[src/rtl/mips_pkg.sv]
// Shared definitions for the multi-cycle MIPS controller: opcodes, functs,
// FSM state encodings, instruction classes and datapath control codes.
package mips_pkg;

    localparam int unsigned OP_W       = 6;
    localparam int unsigned STATE_W    = 3;
    localparam int unsigned ALU_CODE_W = 4;
    localparam int unsigned NPC_CODE_W = 3;
    localparam int unsigned SEL_W      = 2;
    localparam int unsigned MDU_OP_W   = 3;

    localparam logic [OP_W-1:0] OP_RTYPE = 6'b000000;
    localparam logic [OP_W-1:0] OP_J     = 6'b000010;
    localparam logic [OP_W-1:0] OP_JAL   = 6'b000011;
    localparam logic [OP_W-1:0] OP_BEQ   = 6'b000100;
    localparam logic [OP_W-1:0] OP_ORI   = 6'b001101;
    localparam logic [OP_W-1:0] OP_LUI   = 6'b001111;
    localparam logic [OP_W-1:0] OP_LW    = 6'b100011;
    localparam logic [OP_W-1:0] OP_SW    = 6'b101011;

    localparam logic [OP_W-1:0] FN_ADDU  = 6'b100001;
    localparam logic [OP_W-1:0] FN_SUBU  = 6'b100011;
    localparam logic [OP_W-1:0] FN_JR    = 6'b001000;
    localparam logic [OP_W-1:0] FN_MFHI  = 6'b010000;
    localparam logic [OP_W-1:0] FN_MTHI  = 6'b010001;
    localparam logic [OP_W-1:0] FN_MFLO  = 6'b010010;
    localparam logic [OP_W-1:0] FN_MTLO  = 6'b010011;
    localparam logic [OP_W-1:0] FN_MULT  = 6'b011000;
    localparam logic [OP_W-1:0] FN_MULTU = 6'b011001;
    localparam logic [OP_W-1:0] FN_DIV   = 6'b011010;
    localparam logic [OP_W-1:0] FN_DIVU  = 6'b011011;

    typedef enum logic [STATE_W-1:0] {
        ST_FETCH    = 3'd0,
        ST_DECODE   = 3'd1,
        ST_EXE      = 3'd2,
        ST_MEM      = 3'd3,
        ST_WB       = 3'd4,
        ST_MDU_WAIT = 3'd5
    } state_e;

    typedef enum logic [3:0] {
        IC_ILLEGAL,
        IC_ADDU,
        IC_SUBU,
        IC_ORI,
        IC_LUI,
        IC_LW,
        IC_SW,
        IC_BEQ,
        IC_J,
        IC_JAL,
        IC_JR,
        IC_MDU_START,
        IC_MFHILO,
        IC_MTHILO
    } iclass_e;

    localparam logic [ALU_CODE_W-1:0] ALU_ADD = 4'b0000;
    localparam logic [ALU_CODE_W-1:0] ALU_SUB = 4'b0001;
    localparam logic [ALU_CODE_W-1:0] ALU_OR  = 4'b0010;

    localparam logic [NPC_CODE_W-1:0] NPC_PC4  = 3'b000;
    localparam logic [NPC_CODE_W-1:0] NPC_BEQ  = 3'b001;
    localparam logic [NPC_CODE_W-1:0] NPC_JUMP = 3'b010;
    localparam logic [NPC_CODE_W-1:0] NPC_JR   = 3'b011;

    localparam logic [SEL_W-1:0] DST_RT = 2'b00;
    localparam logic [SEL_W-1:0] DST_RD = 2'b01;
    localparam logic [SEL_W-1:0] DST_RA = 2'b10;

    localparam logic [SEL_W-1:0] WB_ALU  = 2'b00;
    localparam logic [SEL_W-1:0] WB_DM   = 2'b01;
    localparam logic [SEL_W-1:0] WB_PC4  = 2'b10;
    localparam logic [SEL_W-1:0] WB_HILO = 2'b11;

    localparam logic [SEL_W-1:0] EXT_ZERO = 2'b00;
    localparam logic [SEL_W-1:0] EXT_SIGN = 2'b01;
    localparam logic [SEL_W-1:0] EXT_LUI  = 2'b10;

    localparam logic [MDU_OP_W-1:0] MDU_MULT  = 3'd0;
    localparam logic [MDU_OP_W-1:0] MDU_MULTU = 3'd1;
    localparam logic [MDU_OP_W-1:0] MDU_DIV   = 3'd2;
    localparam logic [MDU_OP_W-1:0] MDU_DIVU  = 3'd3;
    localparam logic [MDU_OP_W-1:0] MDU_MTHI  = 3'd4;
    localparam logic [MDU_OP_W-1:0] MDU_MTLO  = 3'd5;
    localparam logic [MDU_OP_W-1:0] MDU_MFHI  = 3'd6;
    localparam logic [MDU_OP_W-1:0] MDU_MFLO  = 3'd7;

    typedef struct packed {
        logic                  pc_write;
        logic                  ir_write;
        logic                  reg_write;
        logic                  mem_write;
        logic                  alu_src;
        logic [SEL_W-1:0]      reg_dst;
        logic [SEL_W-1:0]      mem_to_reg;
        logic [SEL_W-1:0]      ext_op;
        logic [ALU_CODE_W-1:0] alu_op;
        logic [NPC_CODE_W-1:0] npc_op;
        logic                  illegal;
    } ctrl_t;

endpackage

[src/rtl/ctrl_decode.sv]
// Combinational Op/Func classifier for multi_ctrl; MULTI_CTRL_MDU_EN adds
// the multiply/divide and HI/LO move instructions.
module ctrl_decode
    import mips_pkg::*;
(
    input  logic [OP_W-1:0]     op_i,
    input  logic [OP_W-1:0]     func_i,
`ifdef MULTI_CTRL_MDU_EN
    output logic [MDU_OP_W-1:0] mdu_op_o,
`endif
    output iclass_e             iclass_o,
    output logic                illegal_o
);

    always_comb begin
        iclass_o = IC_ILLEGAL;
`ifdef MULTI_CTRL_MDU_EN
        mdu_op_o = '0;
`endif
        case (op_i)
            OP_RTYPE: begin
                case (func_i)
                    FN_ADDU:  iclass_o = IC_ADDU;
                    FN_SUBU:  iclass_o = IC_SUBU;
                    FN_JR:    iclass_o = IC_JR;
`ifdef MULTI_CTRL_MDU_EN
                    FN_MULT:  begin iclass_o = IC_MDU_START; mdu_op_o = MDU_MULT;  end
                    FN_MULTU: begin iclass_o = IC_MDU_START; mdu_op_o = MDU_MULTU; end
                    FN_DIV:   begin iclass_o = IC_MDU_START; mdu_op_o = MDU_DIV;   end
                    FN_DIVU:  begin iclass_o = IC_MDU_START; mdu_op_o = MDU_DIVU;  end
                    FN_MTHI:  begin iclass_o = IC_MTHILO;    mdu_op_o = MDU_MTHI;  end
                    FN_MTLO:  begin iclass_o = IC_MTHILO;    mdu_op_o = MDU_MTLO;  end
                    FN_MFHI:  begin iclass_o = IC_MFHILO;    mdu_op_o = MDU_MFHI;  end
                    FN_MFLO:  begin iclass_o = IC_MFHILO;    mdu_op_o = MDU_MFLO;  end
`endif
                    default:  iclass_o = IC_ILLEGAL;
                endcase
            end
            OP_ORI:  iclass_o = IC_ORI;
            OP_LUI:  iclass_o = IC_LUI;
            OP_LW:   iclass_o = IC_LW;
            OP_SW:   iclass_o = IC_SW;
            OP_BEQ:  iclass_o = IC_BEQ;
            OP_J:    iclass_o = IC_J;
            OP_JAL:  iclass_o = IC_JAL;
            default: iclass_o = IC_ILLEGAL;
        endcase
    end

    assign illegal_o = (iclass_o == IC_ILLEGAL);

endmodule

[src/rtl/multi_ctrl.sv]
// Multi-cycle MIPS control FSM (FETCH/DECODE/EXE/MEM/WB/MDU_WAIT).
// Define MULTI_CTRL_MDU_EN to add the MDU instructions and their ports.
module multi_ctrl
    import mips_pkg::*;
#(
    parameter int unsigned ALUOP_W = 4,
    parameter int unsigned NPCOP_W = 3
) (
    input  logic                clk,
    input  logic                reset,
    input  logic [OP_W-1:0]     Op,
    input  logic [OP_W-1:0]     Func,
    input  logic                Zero,
    output logic                PCWrite,
    output logic                IRWrite,
    output logic                RegWrite,
    output logic                MemWrite,
    output logic                ALUSrc,
    output logic [SEL_W-1:0]    RegDst,
    output logic [SEL_W-1:0]    MemtoReg,
    output logic [SEL_W-1:0]    ExtOp,
    output logic [ALUOP_W-1:0]  ALUOp,
    output logic [NPCOP_W-1:0]  NPCOp,
    output logic [STATE_W-1:0]  State,
    output logic                Illegal
`ifdef MULTI_CTRL_MDU_EN
    ,
    input  logic                MDUBusy,
    output logic                MDUStart,
    output logic [MDU_OP_W-1:0] MDUOp,
    output logic                HiLoWrite
`endif
);

    state_e  state_q, state_d;
    ctrl_t   ctrl_c;
    iclass_e iclass;
    logic    dec_illegal;
    logic    mdu_busy;

`ifdef MULTI_CTRL_MDU_EN
    logic                mdu_start_c;
    logic                hilo_write_c;
    logic [MDU_OP_W-1:0] mdu_op_c;
    logic [MDU_OP_W-1:0] dec_mdu_op;

    assign mdu_busy = MDUBusy;
`else
    assign mdu_busy = 1'b0;
`endif

    ctrl_decode u_decode (
        .op_i      (Op),
        .func_i    (Func),
`ifdef MULTI_CTRL_MDU_EN
        .mdu_op_o  (dec_mdu_op),
`endif
        .iclass_o  (iclass),
        .illegal_o (dec_illegal)
    );

    always_ff @(posedge clk) begin
        if (!reset) begin
            state_q <= ST_FETCH;
        end else begin
            state_q <= state_d;
        end
    end

    // Next state and Moore controls; everything is forced quiet while reset is low.
    always_comb begin
        state_d = ST_FETCH;
        ctrl_c  = '0;
`ifdef MULTI_CTRL_MDU_EN
        mdu_start_c  = 1'b0;
        hilo_write_c = 1'b0;
        mdu_op_c     = '0;
`endif
        case (state_q)
            ST_FETCH: begin
                ctrl_c.ir_write = 1'b1;
                ctrl_c.pc_write = 1'b1;
                ctrl_c.npc_op   = NPC_PC4;
                state_d         = ST_DECODE;
            end
            ST_DECODE: begin
                ctrl_c.illegal = dec_illegal;
                case (iclass)
                    IC_J: begin
                        ctrl_c.pc_write = 1'b1;
                        ctrl_c.npc_op   = NPC_JUMP;
                    end
                    IC_JAL: begin
                        ctrl_c.pc_write   = 1'b1;
                        ctrl_c.npc_op     = NPC_JUMP;
                        ctrl_c.reg_write  = 1'b1;
                        ctrl_c.reg_dst    = DST_RA;
                        ctrl_c.mem_to_reg = WB_PC4;
                    end
                    IC_JR: begin
                        ctrl_c.pc_write = 1'b1;
                        ctrl_c.npc_op   = NPC_JR;
                    end
                    IC_ILLEGAL: state_d = ST_FETCH;
                    IC_MFHILO:  state_d = mdu_busy ? ST_MDU_WAIT : ST_WB;
                    IC_MTHILO:  state_d = mdu_busy ? ST_MDU_WAIT : ST_EXE;
                    default:    state_d = ST_EXE;
                endcase
            end
            ST_EXE: begin
                case (iclass)
                    IC_ADDU: begin
                        ctrl_c.alu_op = ALU_ADD;
                        state_d       = ST_WB;
                    end
                    IC_SUBU: begin
                        ctrl_c.alu_op = ALU_SUB;
                        state_d       = ST_WB;
                    end
                    IC_ORI: begin
                        ctrl_c.alu_op  = ALU_OR;
                        ctrl_c.alu_src = 1'b1;
                        ctrl_c.ext_op  = EXT_ZERO;
                        state_d        = ST_WB;
                    end
                    IC_LUI: begin
                        ctrl_c.alu_op  = ALU_OR;
                        ctrl_c.alu_src = 1'b1;
                        ctrl_c.ext_op  = EXT_LUI;
                        state_d        = ST_WB;
                    end
                    IC_LW, IC_SW: begin
                        ctrl_c.alu_op  = ALU_ADD;
                        ctrl_c.alu_src = 1'b1;
                        ctrl_c.ext_op  = EXT_SIGN;
                        state_d        = ST_MEM;
                    end
                    IC_BEQ: begin
                        ctrl_c.alu_op   = ALU_SUB;
                        ctrl_c.pc_write = Zero;
                        ctrl_c.npc_op   = NPC_BEQ;
                    end
`ifdef MULTI_CTRL_MDU_EN
                    IC_MDU_START: begin
                        mdu_start_c = 1'b1;
                        mdu_op_c    = dec_mdu_op;
                    end
                    IC_MTHILO: begin
                        hilo_write_c = 1'b1;
                        mdu_op_c     = dec_mdu_op;
                    end
`endif
                    default: state_d = ST_FETCH;
                endcase
            end
            ST_MEM: begin
                if (iclass == IC_LW) begin
                    state_d = ST_WB;
                end else if (iclass == IC_SW) begin
                    ctrl_c.mem_write = 1'b1;
                end
            end
            ST_WB: begin
                case (iclass)
                    IC_ADDU, IC_SUBU: begin
                        ctrl_c.reg_write = 1'b1;
                        ctrl_c.reg_dst   = DST_RD;
                    end
                    IC_ORI, IC_LUI: begin
                        ctrl_c.reg_write  = 1'b1;
                        ctrl_c.reg_dst    = DST_RT;
                        ctrl_c.mem_to_reg = WB_ALU;
                    end
                    IC_LW: begin
                        ctrl_c.reg_write  = 1'b1;
                        ctrl_c.mem_to_reg = WB_DM;
                    end
                    IC_MFHILO: begin
                        ctrl_c.reg_write  = 1'b1;
                        ctrl_c.reg_dst    = DST_RD;
                        ctrl_c.mem_to_reg = WB_HILO;
`ifdef MULTI_CTRL_MDU_EN
                        mdu_op_c          = dec_mdu_op;
`endif
                    end
                    default: state_d = ST_FETCH;
                endcase
            end
            ST_MDU_WAIT: begin
                if (mdu_busy) begin
                    state_d = ST_MDU_WAIT;
                end else if (iclass == IC_MFHILO) begin
                    state_d = ST_WB;
                end else if (iclass == IC_MTHILO) begin
                    state_d = ST_EXE;
                end
            end
            default: state_d = ST_FETCH;
        endcase

        if (!reset) begin
            ctrl_c = '0;
`ifdef MULTI_CTRL_MDU_EN
            mdu_start_c  = 1'b0;
            hilo_write_c = 1'b0;
            mdu_op_c     = '0;
`endif
        end
    end

    assign PCWrite  = ctrl_c.pc_write;
    assign IRWrite  = ctrl_c.ir_write;
    assign RegWrite = ctrl_c.reg_write;
    assign MemWrite = ctrl_c.mem_write;
    assign ALUSrc   = ctrl_c.alu_src;
    assign RegDst   = ctrl_c.reg_dst;
    assign MemtoReg = ctrl_c.mem_to_reg;
    assign ExtOp    = ctrl_c.ext_op;
    assign ALUOp    = ALUOP_W'(ctrl_c.alu_op);
    assign NPCOp    = NPCOP_W'(ctrl_c.npc_op);
    assign State    = STATE_W'(state_q);
    assign Illegal  = ctrl_c.illegal;

`ifdef MULTI_CTRL_MDU_EN
    assign MDUStart  = mdu_start_c;
    assign MDUOp     = mdu_op_c;
    assign HiLoWrite = hilo_write_c;
`endif

endmodule
[config.mk]
export PLATFORM = sky130hd
export DESIGN_NAME = multi_ctrl
export DESIGN_NICKNAME = d
export VERILOG_FILES = /design/src/rtl/mips_pkg.sv /design/src/rtl/ctrl_decode.sv /design/src/rtl/multi_ctrl.sv
export SDC_FILE = /design/constraint.sdc
export NUM_CORES = 1
export LEC_CHECK = 0
export BUFFER_PORTS_ARGS = -buffer_cell sky130_fd_sc_hd__buf_4
export CAP_MARGIN = 20
export CORE_AREA = 8 8 53 55
export DETAILED_ROUTE_END_ITERATION = 8
export DIE_AREA = 0 0 61 63
export PLACE_DENSITY_LB_ADDON = 0.2
export SYNTH_ARGS = -nofsm -noshare
export SYNTH_HDL_FRONTEND = slang
export SYNTH_SLANG_ARGS = --single-unit
[constraint.sdc]
create_clock -name clk -period 2.8 [get_ports clk]
set_clock_uncertainty 0.2 [all_clocks]
set_input_delay 0.14 -clock clk [delete_from_list [all_inputs] [get_ports clk]]
set_output_delay 0.14 -clock clk [all_outputs]
set_load 0.005 [all_outputs]
==> metrics.txt, run 1 <==
# TYPE chip_impl_metric gauge
chip_impl_info{name="outcome",value="finished clean"} 1
chip_impl_metric{name="timing.fmax",unit="MHz"} 447
chip_impl_metric{name="routabilityCongestion",unit=""} 0.802
chip_impl_metric{name="first_global_vias",unit=""} 797
chip_impl_metric{name="drt-vias-per-instance",unit=""} 5.20
chip_impl_metric{name="detail_route.drc_violations",unit=""} 0
chip_impl_metric{name="globalRouteTotalUtil",unit="%"} 11.8
chip_impl_metric{name="cts_max_level",unit=""} 1
chip_impl_metric{name="die-width",unit="um"} 61
chip_impl_metric{name="drive_gt1_share",unit="%"} 36.3
chip_impl_metric{name="ys_ff_latch",unit=""} 3
chip_impl_metric{name="die-height",unit="um"} 63
chip_impl_metric{name="vias",unit=""} 791
chip_impl_info{name="tritoncts",value="done"} 1
chip_impl_metric{name="synth_enable_flop_cells",unit=""} 0
chip_impl_metric{name="antenna-diode-count",unit=""} 0
chip_impl_metric{name="synth-seq-area-share",unit="%"} 8.79
chip_impl_metric{name="clk_latency",unit="ns"} 0.25
chip_impl_metric{name="synthArstFlopShare",unit="%"} 0
chip_impl_metric{name="wl",unit="um"} 2090
chip_impl_metric{name="finalHoldViolations",unit=""} 0
chip_impl_metric{name="cp_data_required_time",unit="ns"} 2.46
chip_impl_metric{name="grt_start_max_net_pins",unit=""} 11
chip_impl_info{name="min_path_type",value="in -> reg"} 1
chip_impl_metric{name="worstPathArrival",unit="ns"} 1.90
chip_impl_metric{name="yosys_warnings",unit=""} 0
chip_impl_metric{name="syn_area_per_cell",unit="um2"} 7.51
chip_impl_metric{name="dr.pass1.iters",unit=""} 4
chip_impl_metric{name="cellLeakagePower",unit="uW"} 0.000436
chip_impl_info{name="critical_path.endpoint_type",value="output port"} 1
chip_impl_metric{name="row_count",unit=""} 17
chip_impl_metric{name="syn_area",unit="um2"} 683
chip_impl_metric{name="syn_inst",unit=""} 91
chip_impl_metric{name="area_growth_syn_to_layout",unit="%"} 37.2
chip_impl_info{name="unrepaired_setup_endpoints_after_global_routing",value="false"} 1
chip_impl_metric{name="synth.distinct_cells",unit=""} 43
chip_impl_metric{name="grt_pass1_wl",unit="um"} 3580
chip_impl_metric{name="placed_area",unit="um2"} 901
chip_impl_metric{name="finish.net_count",unit=""} 140
chip_impl_metric{name="final_antenna_net_count",unit=""} 0
chip_impl_metric{name="overflow",unit=""} 0
chip_impl_metric{name="postCtsSetupRepairBufs",unit=""} 0
chip_impl_metric{name="core-area",unit="mm2"} 0.00206
chip_impl_metric{name="clk_pin_slew_worst_paths",unit="ns"} 0.04
chip_impl_metric{name="antenna_found_initial",unit=""} 0
chip_impl_metric{name="initial_utilization",unit="%"} 33.1
chip_impl_metric{name="finalInstanceArea",unit="um2"} 937
chip_impl_metric{name="setup_violations",unit=""} 0
chip_impl_info{name="most_used_dff_post_synth",value="dfxtp_1"} 1
chip_impl_metric{name="cts_inserted_buffers",unit=""} 3
chip_impl_metric{name="pin_count",unit=""} 37
chip_impl_metric{name="routed_wirelength_normalized_by_instance_count",unit="um"} 13.8
chip_impl_metric{name="finalNonFillerCells",unit=""} 152
chip_impl_info{name="crit_path_cell_trace",value="or2b_1, a2111oi_4, and3_1, or2_1, buf_4"} 1
chip_impl_metric{name="power.density",unit="mW/mm2"} 219
chip_impl_metric{name="tns",unit="ns"} 0
chip_impl_metric{name="fin_crit",unit="ns"} 2.24
chip_impl_metric{name="die_area",unit="mm2"} 0.00384
chip_impl_info{name="slowest_stage",value="dfxtp_1"} 1
chip_impl_metric{name="regArea",unit="um2"} 60.1
chip_impl_metric{name="placement.io_buffers",unit=""} 33
chip_impl_info{name="cp-start-kind",value="register"} 1
chip_impl_metric{name="clock_path_buffers",unit=""} 2
chip_impl_metric{name="largest_register_ffs",unit=""} 3
chip_impl_metric{name="fraction_of_the_cycle_the_final_worst_path_needs",unit="%"} 79.9
chip_impl_info{name="root_buffer",value="clkbuf_4"} 1
chip_impl_metric{name="power.ir.vdd_worst",unit="mV"} 0.0928
chip_impl_metric{name="numClockSinks",unit=""} 3
chip_impl_metric{name="final_layout_fill_cell_count",unit=""} 224
chip_impl_metric{name="multiInputGateArea",unit="um2"} 547
chip_impl_metric{name="place.detailed.hpwl",unit="um"} 1750
chip_impl_metric{name="drt_first_iter_violations",unit=""} 40
chip_impl_metric{name="slew_viol_final",unit=""} 0
chip_impl_metric{name="count_of_placed_standard_cells_including_taps",unit=""} 147
chip_impl_metric{name="maxCapViolations",unit=""} 0
chip_impl_info{name="critical_path_class",value="reg -> out"} 1
chip_impl_metric{name="worst_hold_slack",unit="ns"} 0.0838
chip_impl_metric{name="timing.critical_path.fanout_max",unit=""} 9
chip_impl_metric{name="timing.critical_path.slowest_cell_delay",unit="ns"} 0.47
[Yosys cell counts, drive strengths merged (3+ instances only)]
| master | count | area [um2] |
|---|---|---|
| nor3 | 3 | 15.0 |
| and4 | 3 | 26.3 |
| dfxtp | 3 | 60.1 |
| nor2b | 3 | 18.8 |
| a211oi | 3 | 27.5 |
| inv | 3 | 11.3 |
| nand2 | 6 | 22.5 |
| and3 | 4 | 25.0 |
| nand3 | 8 | 40.0 |
| nor2 | 13 | 56.3 |
| buf | 7 | 72.6 |
| o21ai | 4 | 23.8 |
[final timing paths]
| path | from | end | slack (ns) | cells past startpoint |
|---|---|---|---|---|
| worst max-delay path | State[0]$_SDFF_PN0_ | RegWrite | 0.56 | 5 |
| worst min-delay path | Op[5] | State[2]$_SDFF_PN0_ | 0.08 | 3 |
| worst max register to register | State[0]$_SDFF_PN0_ | State[1]$_SDFF_PN0_ | 1.03 | 5 |
| worst min register to register | State[1]$_SDFF_PN0_ | State[2]$_SDFF_PN0_ | 0.38 | 2 |
[what timing repair did]
item | in CTS | in global routing
resized for setup | 0 | 0
hold buffers | 1 | 0
hold endpoints to repair | 1 | 0
[cell usage in the layout, fill, tap and decap left out, types with 2 or more instances in the layout]
cell type  Yosys  routed
buf_4          4      33
and3b_1        2       2
and4_1         3       3
nand3_1        8       8
conb_1         1       3
or2_1          2       2
nor3_1         3       3
inv_1          3       3
xor2_1         2       2
a211oi_1       2       2
nor2b_1        3       3
nand2_1        6       6
nor2_1        12      12
dfxtp_1        3       3
nor3b_1        2       2
o21bai_1       2       2
o21ai_1        2       2
clkbuf_4       0       3
and3_1         4       4
nand4_1        2       2
[cell type report]
type / instances / area share, %
Multi-Input combinational cell: 80 / 58.3
Timing Repair Buffer: 34 / 27.5
Sequential cell: 3 / 6.41
Tap cell: 28 / 3.74
Clock buffer: 4 / 2.80
Inverter: 3 / 1.20
[per-stage QoR]
stage	worst slack (ns)	utilization, %	power [uW]
finish	0.563	45.4	205
global route	0.422	45.4	219
CTS	0.566	45.4	207
detailed placement	0.693	43.7	123
global placement	0.749	43.7	123
floorplan	0.941	-	97.9
[cells by family after synthesis]
group	count (synthesis)	share of synthesized area [%]
DFF	3	8.79
and+or+nand+nor	57	52.6
xor gates and xnor gates	2	2.56
buffers and inverters	10	12.3
other	1	0.549
AOI/OAI and AO/OA	18	23.3
[worst max-delay path, delay by kind of cell (launching register included)]
kind | cells | cell delay, ns
compound gates | 1 | 0.43
flops | 1 | 0.47
buf+inv | 1 | 0.10
simple gates | 3 | 0.66
[where the power goes]
part | switching [uW] | internal [uW] | total (uW)
Sequential | 3.37 | 44.6 | 48.0
Clock | 27.6 | 53.7 | 81.4
Combinational | 39.0 | 36.6 | 75.5
[layer usage]
metal / GRT usage [%] / up-vias / wire length (um)
li1: - / 399 / -
met1: 13.1 / 358 / 863
met2: 20.2 / 29 / 1050
met3: 2.88 / 5 / 151
met4: 4.37 / 0 / 29
met5: 0 / - / 0
Note: power is estimated with default switching activity, not from simulation.
==> run 2, diff against run 1 <==
- clock period: 2.8 -> 2 ns (I/O delays scaled with it)
==> run 2 against run 1 <==
Against the previous run: first-iteration DRC count fell by 40%; setup slack got worse by 0.51 ns; register-to-register slack worse by 0.63 ns; wire length grew 0.67%; global-route usage is 0.83 points lower; worst hold slack worse by 0.0014 ns; utilization grew 2.9 points; sequential power increased by 34%; critical path type is now in -> out; largest power group is now combinational cells; highest routed layer is now met3.
==> metrics.txt, run 2 (synthesis gave the netlist of run 1 again) <==
# TYPE chip_impl_metric gauge
chip_impl_metric{name="drt_first_iter_violations",unit=""} 24
chip_impl_metric{name="finish.net_count",unit=""} 147
chip_impl_metric{name="final_antenna_net_count",unit=""} 0
chip_impl_metric{name="wl",unit="um"} 2110
chip_impl_metric{name="fraction_of_the_cycle_the_final_worst_path_needs",unit="%"} 97.2
chip_impl_metric{name="vias",unit=""} 799
chip_impl_metric{name="grt_use_met1",unit="%"} 13.0
chip_impl_metric{name="power.share.combinational",unit="%"} 40.6
chip_impl_info{name="rr_startpoint",value="State[1]$_SDFF_PN0_"} 1
chip_impl_metric{name="setup_violations",unit=""} 0
chip_impl_metric{name="maxCapViolations",unit=""} 0
chip_impl_metric{name="routed_wirelength_normalized_by_instance_count",unit="um"} 13.3
chip_impl_metric{name="cts_max_level",unit=""} 1
chip_impl_metric{name="initial_utilization",unit="%"} 33.1
chip_impl_metric{name="switching_power",unit="uW"} 89.8
chip_impl_metric{name="power.ir.vdd_worst",unit="mV"} 0.160
chip_impl_metric{name="drt-vias-per-instance",unit=""} 5.03
chip_impl_metric{name="cellLeakagePower",unit="uW"} 0.000473
chip_impl_metric{name="slew_viol_final",unit=""} 0
chip_impl_metric{name="multiInputGateArea",unit="um2"} 552
chip_impl_metric{name="timing.critical_path.fanout_max",unit=""} 6
chip_impl_metric{name="routabilityCongestion",unit=""} 0.826
chip_impl_info{name="min_delay_worst_endpoint",value="State[2]$_SDFF_PN0_"} 1
chip_impl_info{name="r2r-end",value="State[1]$_SDFF_PN0_"} 1
chip_impl_metric{name="sequentialPowerShare",unit="%"} 22.8
chip_impl_metric{name="largest_register_ffs",unit=""} 3
chip_impl_metric{name="die-width",unit="um"} 61
chip_impl_info{name="tritoncts",value="done"} 1
chip_impl_metric{name="pin_count",unit=""} 37
chip_impl_metric{name="grt_use_met3",unit="%"} 1.03
chip_impl_metric{name="clk_latency",unit="ns"} 0.23
chip_impl_info{name="min_path_type",value="in -> reg"} 1
chip_impl_metric{name="internal_power",unit="uW"} 193
chip_impl_metric{name="place.detailed.hpwl",unit="um"} 1790
chip_impl_info{name="mostFrequentLayoutCell",value="buf_4"} 1
chip_impl_info{name="most-common-layout-cells",value="40 x buf_4, 11 x nor2_1, 8 x nand3_1"} 1
chip_impl_metric{name="clkPwrFrac",unit="%"} 36.6
chip_impl_metric{name="reg2regPathDepth",unit=""} 5
chip_impl_metric{name="gr-usage-met2",unit="%"} 19.6
chip_impl_metric{name="worst_hold_path.num_cells",unit=""} 3
chip_impl_info{name="grt.busiest_layer",value="met2"} 1
chip_impl_metric{name="globalRouteTotalUtil",unit="%"} 10.9
chip_impl_metric{name="die-height",unit="um"} 63
chip_impl_metric{name="dr.pass1.iters",unit=""} 4
chip_impl_metric{name="total_power",unit="uW"} 283
chip_impl_metric{name="clock_path_buffers",unit=""} 2
chip_impl_metric{name="core-area",unit="mm2"} 0.00206
chip_impl_metric{name="placement.io_buffers",unit=""} 33
chip_impl_info{name="critical_path_class",value="in -> out"} 1
chip_impl_metric{name="grt_start_max_net_pins",unit=""} 11
chip_impl_metric{name="finalHoldViolations",unit=""} 0
chip_impl_metric{name="fin_crit",unit="ns"} 1.94
chip_impl_metric{name="placed_area",unit="um2"} 946
chip_impl_metric{name="finalInstanceArea",unit="um2"} 996
chip_impl_metric{name="final_layout_fill_cell_count",unit=""} 225
chip_impl_info{name="critical_path.endpoint_type",value="output port"} 1
chip_impl_metric{name="area_growth_syn_to_layout",unit="%"} 45.8
chip_impl_metric{name="row_count",unit=""} 17
chip_impl_metric{name="grt_pass1_wl",unit="um"} 3450
chip_impl_metric{name="overflow",unit=""} 0
chip_impl_metric{name="first_global_vias",unit=""} 793
chip_impl_info{name="worstHoldStart",value="Op[5]"} 1
chip_impl_metric{name="power.density",unit="mW/mm2"} 284
chip_impl_metric{name="sw_frac_of_total",unit="%"} 31.8
chip_impl_info{name="root_buffer",value="clkbuf_4"} 1
chip_impl_metric{name="regArea",unit="um2"} 61.3
chip_impl_metric{name="antenna_found_initial",unit=""} 0
chip_impl_metric{name="finish.utilization",unit="%"} 48.3
chip_impl_metric{name="die_area",unit="mm2"} 0.00384
chip_impl_metric{name="cts_inserted_buffers",unit=""} 3
chip_impl_metric{name="cp_data_required_time",unit="ns"} 1.70
chip_impl_metric{name="numClockSinks",unit=""} 3
chip_impl_metric{name="detail_route.drc_violations",unit=""} 0
chip_impl_metric{name="antenna-diode-count",unit=""} 0
chip_impl_metric{name="rrSetupSlack",unit="ns"} 0.40
chip_impl_metric{name="worstPathArrival",unit="ns"} 1.64
chip_impl_info{name="cp-start-kind",value="primary input"} 1
chip_impl_info{name="unrepaired_setup_endpoints_after_global_routing",value="true"} 1
chip_impl_metric{name="clk_pin_slew_worst_paths",unit="ns"} 0.03
chip_impl_metric{name="drive_gt1_share",unit="%"} 42.0
chip_impl_info{name="outcome",value="finished clean"} 1
chip_impl_metric{name="timing.fmax",unit="MHz"} 515
-- run 2: power by group through the flow --
stage | sequential (uW) | combinational, uW | clock (uW)
floorplan | 66.1 | 70.8 | 0
global route | 64.8 | 127 | 113
finish | 64.4 | 115 | 104
global placement | 65.1 | 112 | 0
CTS | 64.2 | 114 | 109
detailed placement | 65.0 | 112 | 0
-- run 2: worst max-delay path, stage by stage --
cell,delay [ns]
buf_4,0.14
or3b_1,0.39
nor3_1,0.30
a211oi_2,0.13
and3_1,0.22
or2_1,0.23
buf_4,0.13
-- run 2: through the flow --
| step | TNS, ns | setup slack, ns | cells | hold slack (ns) |
|---|---|---|---|---|
| 2_1_floorplan | 0 | 0.181 | 93 | 0.0334 |
| 3_3_place_gp | 0 | 0.0167 | 153 | 0.160 |
| 3_5_place_dp | 0 | 0.0651 | 153 | 0.167 |
| 4_1_cts | 0 | 0.0215 | 158 | 0.0809 |
| 5_1_grt | -0.0953 | -0.0425 | 159 | 0.107 |
| 6_report | 0 | 0.0569 | 159 | 0.0824 |
-- run 2: worst max-delay path by stage --
stage                         from        to  slack, ns
6_report                     Op[5]  RegWrite       0.06
5_1_grt                      Op[3]   Illegal      -0.04
4_1_cts        State[1]$_SDFF_PN0_  NPCOp[0]       0.02
3_5_place_dp                 Op[5]  RegWrite       0.07
3_3_place_gp                 Op[5]  RegWrite       0.02
2_1_floorplan  State[0]$_SDFF_PN0_  RegWrite       0.18
-- run 2: final cells by class --
class                           count  area share (%)
Clock buffer                        4            2.64
Inverter                            3            1.13
Multi-Input combinational cell     80            55.4
Sequential cell                     3            6.16
Tap cell                           28            3.52
Timing Repair Buffer               41            31.2
-- run 2: metal layers --
| metal | share of wire [%] | vias to the layer above |
|---|---|---|
| li1 | - | 415 |
| met1 | 42 | 363 |
| met2 | 53 | 21 |
| met3 | 4.8 | 0 |
| met4 | 0 | 0 |
| met5 | 0 | - |
-- run 2: repair_timing --
item	4_1_cts	5_1_grt
setup buffers	0	1
hold buffers	1	0
resized for setup	0	3
setup endpoints to repair	0	7
hold endpoints to repair	1	0
